File: config.mk
export PLATFORM = sky130hd
export DESIGN_NAME = iob_cycle_sequencer
export DESIGN_NICKNAME = d
export VERILOG_FILES = /design/src/rtl/iob_cycle_sequencer.sv
export SDC_FILE = /design/constraint.sdc
export NUM_CORES = 1
export LEC_CHECK = 0
export CORE_ASPECT_RATIO = 0.7
export CORE_MARGIN = 2
export CORE_UTILIZATION = 35
export CTS_CLUSTER_SIZE = 10
export DETAILED_ROUTE_END_ITERATION = 8
export PLACE_DENSITY = 0.6
export SYNTH_ARGS = -nofsm -noshare
export SYNTH_HDL_FRONTEND = slang
export SYNTH_SLANG_ARGS = --single-unit
File: constraint.sdc
create_clock -name CLK -period 2.7 [get_ports CLK]
set_input_delay 0.27 -clock CLK [delete_from_list [all_inputs] [get_ports CLK]]
set_output_delay 0.27 -clock CLK [all_outputs]
set_load 0.005 [all_outputs]
File: src/rtl/iob_cycle_sequencer.sv
// iob_cycle_sequencer
// Runs one 68000-style bus cycle on the slow I/O bus for every fast-side
// access decoded into the IOB domain, paced by an internal tick divider.
// Optional feature macro: IOB_WRITE_POST_EN (posted writes: IOReady is
// returned right after acceptance and the IOB cycle finishes in background).
module iob_cycle_sequencer #(
    parameter int CLKDIV    = 4,    // CLK cycles per IOB tick (2..16)
    parameter int VPA_TICKS = 10,   // ticks waited after VPA is seen (>= 1)
    parameter int TIMEOUT   = 255   // ticks in WAIT before a bus error
) (
    input  logic CLK,
    input  logic RES,
    input  logic ASActive,
    input  logic IOCS,
    input  logic IACS,
    input  logic nWE,
    input  logic nDTACKIOB,
    input  logic nVPAIOB,
    output logic nASIOB,
    output logic nDSIOB,
    output logic RnWIOB,
    output logic IOBusy,
    output logic IOReady,
    output logic IOBERR
);

    localparam int TW = (CLKDIV > 2) ? $clog2(CLKDIV) : 1;
    localparam logic [TW-1:0] TICK_LAST = TW'(CLKDIV - 1);
    localparam logic [7:0]    TO_LIMIT  = 8'(TIMEOUT);
    localparam logic [7:0]    VPA_LOAD  = 8'(VPA_TICKS);

    // S_PEND holds an accepted request until the next tick starts ADDR
    typedef enum logic [2:0] {
        S_IDLE, S_PEND, S_ADDR, S_STRB, S_WAIT, S_VPAW, S_DATA, S_END
    } state_t;

    state_t          state_reg, state_next;
    logic [TW-1:0]   tick_cnt_reg, tick_cnt_next;
    logic [7:0]      to_cnt_reg, to_cnt_next;
    logic [7:0]      vpa_cnt_reg, vpa_cnt_next;
    logic            rnw_reg, rnw_next;
    logic            posted_reg, posted_next;
    logic            as_n_reg, as_n_next;
    logic            ds_n_reg, ds_n_next;
    logic            busy_reg, busy_next;
    logic            ready_reg, ready_next;
    logic            berr_reg, berr_next;
    logic            tick;
    logic            req;
    logic            post_req;
    logic            req_rnw;
    logic [7:0]      to_inc;
    logic [7:0]      vpa_dec;

    // IACK cycles are always reads; only plain writes may be posted
    assign req_rnw = IACS | nWE;
`ifdef IOB_WRITE_POST_EN
    assign post_req = ~req_rnw;
`else
    assign post_req = 1'b0;
`endif

    assign tick    = (tick_cnt_reg == TICK_LAST);
    assign req     = ASActive && IOCS && !busy_reg;
    assign to_inc  = to_cnt_reg + 8'd1;
    assign vpa_dec = vpa_cnt_reg - 8'd1;

    // Next-state, counters and registered-output values
    always_comb begin
        state_next    = state_reg;
        tick_cnt_next = tick ? '0 : tick_cnt_reg + 1'b1;
        to_cnt_next   = to_cnt_reg;
        vpa_cnt_next  = vpa_cnt_reg;
        rnw_next      = rnw_reg;
        posted_next   = posted_reg;
        ready_next    = 1'b0;
        berr_next     = 1'b0;

        case (state_reg)
            S_IDLE: begin
                if (req) begin
                    rnw_next    = req_rnw;
                    posted_next = post_req;
                    ready_next  = post_req;
                    // a request landing on a tick starts ADDR immediately
                    state_next  = tick ? S_ADDR : S_PEND;
                end
            end
            S_PEND: if (tick) state_next = S_ADDR;
            S_ADDR: if (tick) state_next = S_STRB;
            S_STRB: begin
                if (tick) begin
                    state_next  = S_WAIT;
                    to_cnt_next = 8'd0;
                end
            end
            S_WAIT: begin
                if (tick) begin
                    if (!nDTACKIOB) begin
                        state_next = S_DATA;
                    end else if (!nVPAIOB) begin
                        state_next   = S_VPAW;
                        vpa_cnt_next = VPA_LOAD;
                    end else begin
                        to_cnt_next = to_inc;
                        if (to_inc == TO_LIMIT) begin
                            state_next = S_IDLE;
                            berr_next  = 1'b1;
                        end
                    end
                end
            end
            S_VPAW: begin
                if (tick) begin
                    vpa_cnt_next = vpa_dec;
                    if (vpa_dec == 8'd0) state_next = S_DATA;
                end
            end
            S_DATA: begin
                if (tick) begin
                    state_next = S_END;
                    ready_next = !posted_reg;
                end
            end
            S_END: if (tick) state_next = S_IDLE;
            default: state_next = S_IDLE;
        endcase

        // Strobes follow the state being entered so they stay registered
        as_n_next = !(state_next inside {S_STRB, S_WAIT, S_VPAW, S_DATA});
        ds_n_next = !((state_next inside {S_WAIT, S_VPAW, S_DATA}) ||
                      (state_next == S_STRB && rnw_next));
        busy_next = (state_next != S_IDLE);
    end

    // State and output registers with synchronous reset
    always_ff @(posedge CLK) begin
        if (RES) begin
            state_reg    <= S_IDLE;
            tick_cnt_reg <= '0;
            to_cnt_reg   <= 8'd0;
            vpa_cnt_reg  <= 8'd0;
            rnw_reg      <= 1'b1;
            posted_reg   <= 1'b0;
            as_n_reg     <= 1'b1;
            ds_n_reg     <= 1'b1;
            busy_reg     <= 1'b0;
            ready_reg    <= 1'b0;
            berr_reg     <= 1'b0;
        end else begin
            state_reg    <= state_next;
            tick_cnt_reg <= tick_cnt_next;
            to_cnt_reg   <= to_cnt_next;
            vpa_cnt_reg  <= vpa_cnt_next;
            rnw_reg      <= rnw_next;
            posted_reg   <= posted_next;
            as_n_reg     <= as_n_next;
            ds_n_reg     <= ds_n_next;
            busy_reg     <= busy_next;
            ready_reg    <= ready_next;
            berr_reg     <= berr_next;
        end
    end

    assign nASIOB  = as_n_reg;
    assign nDSIOB  = ds_n_reg;
    assign RnWIOB  = rnw_reg;
    assign IOBusy  = busy_reg;
    assign IOReady = ready_reg;
    assign IOBERR  = berr_reg;

endmodule

==> reports/metrics.cfg, run 1 <==
[place]
portBuffers=13
gp_congestion=0.843
dp_cells=253
hpwl_um=2360

[sta]
max_freq_mhz=461
worst_pin_slew_ps=494
slew_headroom_pct=66.8
finalSetupViolCount=0
worst_clock_skew_ps=4.27
setup_tns_ps=0
hold_violations=0
grt_setup_unrepaired=false
slew_violations=0
fin_crit_ps=2170
period_share_pct=80.3

[clock_network]
cts-hold-fix-buffers=0
path_clk_slew_ps=90
cts_root_buf=clkbuf_8
clk_path_buf_depth=2
htreeDepth=1
clk_latency_ps=270
cts_made_buffers=3
postCtsSetupBuffers=0
cts_num_sinks=27
cts_resized=0
cts_tree=built

[final_layout]
area.growth.synth_to_final_pct=14.4
n_antenna_cell=0
drive_above_1_share_pct=8.29
final_cells=257
num-nets-final=219

[detailed_routing]
wl_per_cell_um=12.2
drt_iter0_markers=61
firstDrtPassIters=4
num_vias=1324
wirelength_um=3150
vias_per_cell=5.15
drc=0
antenna_left=0

[yosys]
synth_ff_type=dfxtp_1
synth_edf_count=0
syn_inst=195
ys_seq_area_share_pct=35.7
ys_top_cells_by_area=dfxtp_1 36%, nor2_1 7.7%, a21oi_1 6.0%
syn_area_per_cell_um2=7.76
async_flop_share_pct=0
ys_warn_count=0
syn_nets=208
yosysTopAreaCell=dfxtp_1
ys_seq_elements=27
netlist_area_mm2=0.00151
synth_cell_types=47
synth_top_cell_area_share_pct=35.7

[job]
cap_violations=0

[global_route]
antenna_found_initial=0
grt_pass1_wl_um=5350
grt_pass1_vias=1180
grt_max_degree=17
grtUsageTotal_pct=14.4
overflow=0

[setup_path]
cp_top_family=simple AND/OR/NAND/NOR gates
cp_slowest_cell=ha_1
path_cells=ha_1, nand3b_1, nor4_1, a41oi_2, o21bai_1, mux2i_1, nand2_1
crit_fanout=14
worst-path-buf-inv=0
cp-end-kind=register
required_ps=2860
cp-start-kind=register
worstSetupPathType=register to register
slowest_delay_ps=460
cp.arrival_ps=2330

[power]
pwr-share-seq_pct=59.2
swShare_pct=22.6
p_int_uw=547
leakagePower_uw=0.000620
power_density_mw_per_mm2=408
comb_power_share_pct=9.1
max-vdd-ir-drop_uv=197
p_switching_uw=160
clkPwrFrac_pct=31.6

[floorplan]
die_w_um=82.6
coreArea_mm2=0.00404
io_pins=14
die_area_mm2=0.00488
initial_core_util_pct=37.5
rows=19
die_y_um=59.0

[min_path]
worst_hold_path_type=register to register

[status]
status=finished, final reports clean

Yosys cell counts (2+ instances only):
cell type,number
a21oi_1,18
nand3b_1,6
nor2_1,31
buf_2,3
a311oi_1,3
a31oi_1,3
ha_1,5
or3_1,2
nand2b_1,7
inv_1,6
xor2_1,3
and3_1,4
nand2_1,16
o21ai_0,12
nor4_1,2
and2_1,2
clkbuf_1,5
nand3_1,2
nand4_1,2
a22oi_1,2
nor3_1,9
dfxtp_1,27
cells in the final DEF (no fill, tap or decap), types with 3 or more instances in the layout:
| cell | Yosys | routed |
|---|---|---|
| o21ai_0 | 12 | 12 |
| clkbuf_8 | 0 | 3 |
| nand2_1 | 16 | 16 |
| clkdlybuf4s50_1 | 0 | 13 |
| a31oi_1 | 3 | 3 |
| ha_1 | 5 | 5 |
| nand3b_1 | 6 | 6 |
| nor3_1 | 9 | 9 |
| and3_1 | 4 | 4 |
| dfxtp_1 | 27 | 27 |
| nand2b_1 | 7 | 7 |
| a21oi_1 | 18 | 18 |
| a311oi_1 | 3 | 3 |
| nor2_1 | 31 | 31 |
| inv_1 | 6 | 6 |
| xor2_1 | 3 | 3 |
through the flow:
stage	utilization [%]	power, uW	hold slack [ps]	setup WS [ps]	area [um2]
after floorplan	-	466	404	775	1510
after global placement	41.7	494	413	597	1690
after detailed placement	41.7	493	425	555	1690
after CTS	42.8	723	439	510	1730
after global routing	42.8	747	463	306	1730
final	42.8	707	433	533	1730
power groups by stage:
| stage | Combinational (uW) | Clock (uW) | Sequential [uW] |
|---|---|---|---|
| 6_report | 64.4 | 224 | 419 |
| 5_1_grt | 72.8 | 253 | 421 |
| 4_1_cts | 65.0 | 239 | 419 |
| 3_5_place_dp | 64.9 | 0 | 428 |
| 3_3_place_gp | 66.0 | 0 | 428 |
| 2_1_floorplan | 44.1 | 0 | 422 |
routing by layer:
| layer | routed length (um) | up-vias | GRT usage (%) |
|---|---|---|---|
| li1 | - | 709 | - |
| met1 | 1740 | 584 | 21.8 |
| met2 | 1220 | 29 | 20.6 |
| met3 | 164 | 2 | 3.66 |
| met4 | 12 | 0 | 2.81 |
| met5 | 0 | - | 0 |
path summary, 6_finish.rpt:
kind	start	end	slack, ps	cells past startpoint
min reg2reg	tick_cnt_reg[0]$_SDFF_PP0_	tick_cnt_reg[0]$_SDFF_PP0_	430	1
min	tick_cnt_reg[0]$_SDFF_PP0_	tick_cnt_reg[0]$_SDFF_PP0_	430	1
max reg2reg	tick_cnt_reg[0]$_SDFF_PP0_	nDSIOB$_SDFF_PP1_	530	7
max	tick_cnt_reg[0]$_SDFF_PP0_	nDSIOB$_SDFF_PP1_	530	7
worst register-to-register path, delay by kind of cell, from the launching register on:
kind	cells	cell delay, ps
flops	1	340
compound gates	2	440
mux	1	210
fa+ha+maj	1	460
simple gates	3	600
cell families (layout without fill, tap and decap cells):
family | after synthesis | in the layout | synth area share, %
AO/OA/AOI/OAI | 48 | 48 | 20.2
XOR/XNOR | 4 | 4 | 2.31
adder cells (fa/ha/maj) | 5 | 5 | 4.13
buffers and inverters | 15 | 25 | 3.97
flip-flops | 27 | 27 | 35.7
multiplexers | 2 | 2 | 1.40
AND/OR/NAND/NOR | 94 | 94 | 32.2
area by class of cell:
type	count	area, um2
Fill cell	420	2310
Multi-Input combinational cell	153	913
Sequential cell	27	541
Timing Repair Buffer	15	145
Tap cell	52	65.1
Clock buffer	4	45.0
Inverter	6	22.5
Note: power is estimated with default switching activity, not from simulation.
==> run 2: changes to the inputs <==
--- a/config.mk
+++ b/config.mk
@@ -10,7 +10,7 @@
 export CORE_UTILIZATION = 35
 export CTS_CLUSTER_SIZE = 10
 export DETAILED_ROUTE_END_ITERATION = 8
-export PLACE_DENSITY = 0.6
+export PLACE_DENSITY = 0.62
 export SYNTH_ARGS = -nofsm -noshare
 export SYNTH_HDL_FRONTEND = slang
 export SYNTH_SLANG_ARGS = --single-unit
==> constraint.sdc (replaced) <==
create_clock -name CLK -period 1.8 [get_ports CLK]
set_input_delay 0.18 -clock CLK [delete_from_list [all_inputs] [get_ports CLK]]
set_output_delay 0.18 -clock CLK [all_outputs]
set_load 0.005 [all_outputs]
==> run 2 against run 1 <==
Compared with the run above: the flow now finishes with violations (negative setup slack); highest routed layer unchanged; combinational power rose by 88%; critical path type unchanged; cell area rose by 15%; clock skew down 2.2 ps; critical endpoint unchanged; sequential power increased by 48%; sequential share of layout area decreased by 3.9 points.
==> reports/metrics.cfg, run 2 (same netlist as run 1, synthesis figures left out) <==
[setup_path]
r2r_cells=8
worst-path-buf-inv=1
path_cells=inv_2, ha_4, or3b_4, o31ai_4, a41oi_2, o21bai_1, mux2i_1, nand2_1
crit_fanout=3
regToRegSetupSlack_ps=-160
cp-start-kind=register
cp_slowest_cell=or3b_4
required_ps=1970
r2r_end=nDSIOB$_SDFF_PP1_
cp_top_family=compound AO/OA/AOI/OAI gates
rr_startpoint=vpa_cnt_reg[0]$_SDFFE_PP0P_
slowest_delay_ps=400
cp-end-kind=register
cp.arrival_ps=2130
worstSetupPathType=register to register

[sta]
worst_clock_skew_ps=2.09
hold_violations=0
period_share_pct=109
layout_setup_ws_ps=-162
worst_pin_slew_ps=417
slew_headroom_pct=72.0
grt_setup_unrepaired=true
slew_violations=0
max_freq_mhz=510
fin_crit_ps=1960
hold_ws_ps=432
finalSetupViolCount=4

[final_layout]
area.growth.synth_to_final_pct=31.4
final_cell_mix=31 x nor2_1, 27 x buf_4, 25 x dfxtp_1
drive_above_1_share_pct=23.9
num-nets-final=244
n_antenna_cell=0
nFillCells=413
final_cells=282
layout_commonest_cell=nor2_1

[clock_network]
path_clk_slew_ps=90
htreeDepth=1
cts_made_buffers=3
cts_tree=built
cts_num_sinks=27
cts_root_buf=clkbuf_8
cts-hold-fix-buffers=0
clk_path_buf_depth=2
clk_latency_ps=270

[power]
leakagePower_uw=0.000747
power_density_mw_per_mm2=545
max-vdd-ir-drop_uv=242

[detailed_routing]
drt_iter0_markers=73
vias_per_cell=5.16
num_vias=1456
wl_per_cell_um=12.4
firstDrtPassIters=4
drc=0
antenna_left=0
wirelength_um=3490

[place]
dp_cells=272
hpwl_um=2640
gp_congestion=0.798
portBuffers=13

[min_path]
min_path_cells=1
whs_endpoint=tick_cnt_reg[0]$_SDFF_PP0_
hp-start=tick_cnt_reg[0]$_SDFF_PP0_
worst_hold_path_type=register to register

[floorplan]
coreArea_mm2=0.00404
die_w_um=82.6
die_y_um=59.0
io_pins=14
die_area_mm2=0.00488
initial_core_util_pct=37.5
rows=19

[status]
violations=negative setup slack
status=finished, violations left

[global_route]
overflow=0
grtUsageTotal_pct=16.0
grt_pass1_vias=1318
grt_pass1_wl_um=6040
antenna_found_initial=0
grt_max_degree=15

[job]
cap_violations=0

## run 2: cell types whose count changed in the layout (fill, tap and decap cells not counted), moves of 2 or more
cell	change
or3_4	+2
nand2_1	-2
or3_1	-2
inv_2	+2
buf_4	+25
dfxtp_1	-2
nand2_2	+2
dfxtp_2	+2
inv_1	-2
## run 2: worst register-to-register path, delay by kind of cell, from the launching register on
kind	cells	cell delay (ps)
DFF	1	330
adders and majority gates	1	140
muxes	1	220
buffers and inverters	1	70
AOI/OAI and AO/OA	3	640
and+or+nand+nor	2	460
## run 2: how the worst max path moves through the flow
stage	from	to	cells after the start
after floorplan	vpa_cnt_reg[1]$_SDFFE_PP0P_	nDSIOB$_SDFF_PP1_	8
after global placement	vpa_cnt_reg[1]$_SDFFE_PP0P_	nDSIOB$_SDFF_PP1_	8
after detailed placement	vpa_cnt_reg[1]$_SDFFE_PP0P_	nDSIOB$_SDFF_PP1_	8
after CTS	vpa_cnt_reg[0]$_SDFFE_PP0P_	nDSIOB$_SDFF_PP1_	8
after global routing	vpa_cnt_reg[0]$_SDFFE_PP0P_	nDSIOB$_SDFF_PP1_	8
final	vpa_cnt_reg[0]$_SDFFE_PP0P_	nDSIOB$_SDFF_PP1_	8
## run 2: through the flow
| step | worst slack (ps) | TNS [ps] | power [uW] | cell area [um2] | utilization (%) |
|---|---|---|---|---|---|
| 6_report | -162 | -320 | 1080 | 1990 | 49.2 |
| 5_1_grt | -237 | -772 | 1130 | 1990 | 49.2 |
| 4_1_cts | -146 | -276 | 1100 | 1950 | 48.1 |
| 3_5_place_dp | -164 | -304 | 749 | 1850 | 45.9 |
| 3_3_place_gp | -132 | -195 | 750 | 1850 | 45.9 |
| 2_1_floorplan | -83.5 | -83.5 | 698 | 1540 | - |
## run 2: cell type report
class / count / area (um2) / area share [%]
multi-input combinational: 153 / 981 / 49.3
sequential: 27 / 543 / 27.3
timing repair buffer: 40 / 333 / 16.7
tap: 52 / 65.1 / 3.27
clock buffer: 4 / 45.0 / 2.26
inverter: 6 / 22.5 / 1.13
## run 2: layer usage
layer  routed length [um]  global-route usage [%]
met1                 1930                    24.9
met2                 1340                    21.8
met3                  183                    3.81
met4                   32                    4.22
met5                    0                       0
## run 2: what timing repair did
action / in CTS / in global routing
resized for setup: 2 / 11
setup endpoints to repair: 5 / 15
hold endpoints to repair: 0 / 0
pin swaps: 5 / 9
buffers inserted: 5 / 2
## run 2: report_power, final
group	internal [uW]	leakage [uW]	switching, uW	total, uW
Sequential	611	0.000220	7.41	619
Combinational	62.4	0.000505	59.0	121
Clock	159	0.0000228	185	343
Total	833	0.000747	251	1080
==> run 3: changes to the inputs <==
--- a/config.mk
+++ b/config.mk
@@ -5,6 +5,7 @@
 export SDC_FILE = /design/constraint.sdc
 export NUM_CORES = 1
 export LEC_CHECK = 0
+export CAP_MARGIN = 10
 export CORE_ASPECT_RATIO = 0.7
 export CORE_MARGIN = 2
 export CORE_UTILIZATION = 35
==> results of run 3 <==
Same layout as run 2: the final DEF is identical, and so are final timing and power.
